<file path="config.mk">
export PLATFORM = sky130hd
export DESIGN_NAME = par2ser_buffer
export DESIGN_NICKNAME = d
export VERILOG_FILES = /design/src/rtl/par2ser_buffer.sv
export SDC_FILE = /design/constraint.sdc
export NUM_CORES = 1
export LEC_CHECK = 0
export CORE_AREA = 2 2 216 218
export DETAILED_ROUTE_END_ITERATION = 16
export DIE_AREA = 0 0 218 220
export SYNTH_ARGS = -nofsm -noshare
export SYNTH_HDL_FRONTEND = slang
export SYNTH_SLANG_ARGS = --single-unit
</file>
<file path="constraint.sdc">
create_clock -name clk -period 7.38 [get_ports clk]
set_input_delay 0.738 -clock clk [delete_from_list [all_inputs] [get_ports clk]]
set_output_delay 0.738 -clock clk [all_outputs]
set_load 0.005 [all_outputs]
</file>
<file path="src/rtl/par2ser_buffer.sv">
// par2ser_buffer: ping-pong block buffer that takes LANES coefficients per
// input handshake and streams them out lane 0 first, one word per output
// handshake, with a lane index and a block-end marker.
module par2ser_buffer #(
    parameter  int DATA_W = 13,
    parameter  int LANES  = 8,
    localparam int IDX_W  = $clog2(LANES)
) (
    input  logic                      clk,
    input  logic                      rst,
    input  logic                      in_valid,
    output logic                      in_ready,
    input  logic [LANES*DATA_W-1:0]   in_data,
    output logic                      out_valid,
    input  logic                      out_ready,
    output logic [DATA_W-1:0]         out_data,
    output logic [IDX_W-1:0]          out_idx,
    output logic                      out_last,
    output logic [1:0]                occupancy
);

    localparam logic [IDX_W-1:0] LAST_IDX = IDX_W'(LANES - 1);

    // Storage and control state
    logic [LANES*DATA_W-1:0] r_slot0;
    logic [LANES*DATA_W-1:0] r_slot1;
    logic                    r_wr_ptr;
    logic                    r_rd_ptr;
    logic [IDX_W-1:0]        r_lane_idx;
    logic [1:0]              r_occ;

    // Output registers, loaded with what the next state will present
    logic                    r_out_valid;
    logic [DATA_W-1:0]       r_out_data;
    logic                    r_out_last;

    // Next-state wires
    logic                    w_in_ready;
    logic                    w_accept;
    logic                    w_beat;
    logic                    w_release;
    logic [IDX_W-1:0]        w_idx_nxt;
    logic                    w_rd_nxt;
    logic [1:0]              w_occ_nxt;
    logic [LANES*DATA_W-1:0] w_blk_nxt;
    logic [DATA_W-1:0]       w_data_nxt;

    // Pick one lane out of a flattened block
    function automatic logic [DATA_W-1:0] lane_of(
        input logic [LANES*DATA_W-1:0] blk,
        input logic [IDX_W-1:0]        idx
    );
        lane_of = blk[idx*DATA_W +: DATA_W];
    endfunction

    // Ready depends only on occupancy and reset, never on out_ready
    assign w_in_ready = (r_occ < 2'd2) && !rst;
    assign in_ready   = w_in_ready;

    assign out_valid  = r_out_valid;
    assign out_data   = r_out_data;
    assign out_idx    = r_lane_idx;
    assign out_last   = r_out_last;
    assign occupancy  = r_occ;

    // Handshakes, next counters/pointers and the word to present next cycle
    always_comb begin
        w_accept  = in_valid && w_in_ready;
        w_beat    = r_out_valid && out_ready;
        w_release = w_beat && (r_lane_idx == LAST_IDX);

        if (w_release) begin
            w_idx_nxt = '0;
        end else if (w_beat) begin
            w_idx_nxt = r_lane_idx + 1'b1;
        end else begin
            w_idx_nxt = r_lane_idx;
        end

        w_rd_nxt = r_rd_ptr ^ w_release;

        case ({w_accept, w_release})
            2'b10:   w_occ_nxt = r_occ + 2'd1;
            2'b01:   w_occ_nxt = r_occ - 2'd1;
            default: w_occ_nxt = r_occ;
        endcase

        // A block landing in the slot about to be drained must be seen
        // directly from in_data, since the slot write happens on this edge.
        if (w_accept && (r_wr_ptr == w_rd_nxt)) begin
            w_blk_nxt = in_data;
        end else if (w_rd_nxt) begin
            w_blk_nxt = r_slot1;
        end else begin
            w_blk_nxt = r_slot0;
        end

        w_data_nxt = lane_of(w_blk_nxt, w_idx_nxt);
    end

    // State and registered outputs; reset discards both slots entirely
    always_ff @(posedge clk or posedge rst) begin
        if (rst) begin
            r_slot0     <= '0;
            r_slot1     <= '0;
            r_wr_ptr    <= 1'b0;
            r_rd_ptr    <= 1'b0;
            r_lane_idx  <= '0;
            r_occ       <= 2'd0;
            r_out_valid <= 1'b0;
            r_out_data  <= '0;
            r_out_last  <= 1'b0;
        end else begin
            if (w_accept) begin
                if (r_wr_ptr) begin
                    r_slot1 <= in_data;
                end else begin
                    r_slot0 <= in_data;
                end
            end
            r_wr_ptr    <= r_wr_ptr ^ w_accept;
            r_rd_ptr    <= w_rd_nxt;
            r_lane_idx  <= w_idx_nxt;
            r_occ       <= w_occ_nxt;
            r_out_valid <= (w_occ_nxt != 2'd0);
            r_out_data  <= w_data_nxt;
            r_out_last  <= (w_occ_nxt != 2'd0) && (w_idx_nxt == LAST_IDX);
        end
    end

endmodule

</file>
==> run summary <==
Num CTS Buffers = 26
Synth area leader = dfrtp_1
hold path start = r_slot1[87]
Layout fillers = 4726
Hold WC Path Type = flip-flop to flip-flop
reg2reg path depth = 11
Top Ports = 129
layout net count = 1197
Synth area leaders = dfrtp_1 (51%), mux2_2 (21%), nand2_1 (6.0%), mux2i_1 (3.7%), a311oi_1 (2.7%)
hpwl dp = 22800 µm
vias in the first global route = 8388
Setup crit end kind = flip-flop
FF+latch count, synth = 230
Die Y = 220 µm
reg2reg start = out_idx[0]
layout overhead on the synthesized area = 24.6%
quantity of hold-fixing buffers added after cts = 0
slew margin rel. = 23.9%
Critical Path AT = 4.34 ns
WS Path Type = flip-flop to flip-flop
Top FF cell, synth = dfrtp_1
Yosys warning count = 0
IR Drop Worst-Case VDD = 283 µV
Residual DRC = 0
largest net degree at the start of global routing = 98
Post-CTS Setup Repair Bufs = 0
post-synthesis cell count = 991
synthesized area = 11300 µm²
Tightest Pin Transition = 1.14 ns
CTS resizes = 0
CTS clk-pin slew, worst paths = 0.06 ns
CTS tree = yes
Setup violations, final = 0
EDFF count, synth = 0
Final Core Density = 30.6%
via count = 8405
clock root cell = clkbuf_16
Detailed Routing Iterations Pass 1 = 4
proportion of layout cells with a drive suffix above 1 = 25.3%
asr flop ratio synth = 100%
post-synth top area share = 51.2%
gp weighted congestion = 0.770
FF+latch area = 5760 µm²
PortBufs = 128
die area = 48000 µm²
clock tree buffer depth = 3
RSZ-0062 raised after global routing = false
drt wl/cell = 20.3 µm
CP startpoint kind = flip-flop
MaxCap Viol Count = 0
Vias/cell = 4.91
Syn Nets = 1104
Cells on Worst Hold Path = 1
Worst Path Required = 7.74 ns
Tot Pwr = 6.34 mW
commonest non-fill, non-tap cell in the layout = dfrtp_1
GRT Residual Overflow = 0
Final min period = 3.99 ns
initial antenna violation count = 4
pwr dens = 452 nW/µm²
initial core utilization = 24.5%
sequential share of the synthesized area = 51.2%
Avg Synthesized Cell Area = 11.4 µm²
WL final = 34700 µm
final hold vios = 0
Core Area = 45900 µm²
flop2flop setup slack = 3.39 ns
H-Tree Depth = 1
Max Clock Skew = 0.00982 ns
Slew Limit Fails = 0
# clock sinks = 230
post-synth cell types = 38
most frequent cells in the layout = dfrtp_1 (230), mux2_2 (208), nand2_1 (180)
FMAX = 251 MHz
Leak = 5.69 nW
CP max FO = 56
Multi-input gate area = 5200 µm²
Die W = 218 µm
Reg2Reg Capture Point = out_data[1]
setup_tns = 0 ns
GRT Total Usage = 14.2%
worst slack, placed = 2.98 ns
Setup WS post-layout = 3.39 ns
first-pass GRT wire length = 52700 µm
# rows = 79
status = completed
iteration-0 DRC count of the detailed router = 549
Routed Antenna Nets = 0
Skew-Pair Late Insertion Delay = 0.53 ns
Hold Path Sink = r_slot1[87]
final hold slack = 0.504 ns
fin crit share = 54.0%
## worst max-delay path by stage
stage | startpoint | end | slack (ns) | depth (start not counted)
finish | out_idx[0] | out_data[1] | 3.39 | 11
global route | out_idx[0] | out_data[2] | 3.16 | 11
CTS | out_idx[0] | out_data[2] | 3.42 | 11
detailed placement | rst | r_slot0[87] | 2.98 | 7
global placement | rst | r_slot0[100] | 3.03 | 7
floorplan | rst | occupancy[0] | 0.34 | 1
## metrics by stage
step                cells  instance area (µm²)
global route         1711                14000
finish               1711                14000
detailed placement   1663                13200
global placement     1663                13200
floorplan             991                11300
CTS                  1710                14000
## synthesized netlist by cell type (10+ instances only)
| master | count |
|---|---|
| a211oi_1 | 13 |
| a311oi_1 | 35 |
| a31oi_1 | 14 |
| a32oi_1 | 26 |
| and3_1 | 36 |
| buf_2 | 12 |
| clkbuf_1 | 57 |
| dfrtp_1 | 230 |
| mux2_2 | 208 |
| mux2i_1 | 42 |
| nand2_1 | 180 |
| nand3_1 | 10 |
| nor3_1 | 16 |
| o21ai_0 | 28 |
| o22a_1 | 11 |
## metal layers
metal	track usage, %	routed length (µm)	vias to the layer above
met5	0	40	-
met4	2.97	607	6
met3	2.55	2030	43
met2	22.0	15700	267
met1	20.7	16300	4299
li1	-	-	3790
## area by class of cell
cell class | count | area share [%]
Clock inverter | 2 | 0.0714
Timing Repair Buffer | 143 | 9.94
Tap cell | 607 | 5.42
Sequential cell | 230 | 41.1
Inverter | 11 | 0.348
Clock buffer | 45 | 6.02
Antenna cell | 1 | 0.0179
Multi-Input combinational cell | 672 | 37.1
## cell families after synthesis
group / share of synthesized area, %
simple gates: 9.94
mux: 24.6
flops: 51.2
compound gates: 10.1
buf+inv: 3.10
xor+xnor: 0.601
fa+ha+maj: 0.556
## critical path, stage by stage, from the launching register on
cell,delay [ns]
dfrtp_1,0.58
ha_1,0.22
ha_1,0.21
nand3_1,0.19
inv_2,0.16
xnor2_4,0.13
buf_4,0.40
buf_4,0.65
mux2i_1,0.27
a32oi_1,0.08
a311oi_1,0.74
a221oi_1,0.12
## report_power, final
group / internal (mW) / total [mW] / switching, mW
logic: 1.29 / 2.79 / 1.50
registers: 1.91 / 2.26 / 0.354
clock network: 0.767 / 1.28 / 0.515
## state kept, by name, indices dropped and copies added (netlist names)
name	count
occupancy	2
out_valid	1
out_data	13
out_last	1
r_slot1	104
r_slot0	104
r_rd_ptr	1
r_wr_ptr	1
out_idx	3
Note: power is estimated with default switching activity, not from simulation.
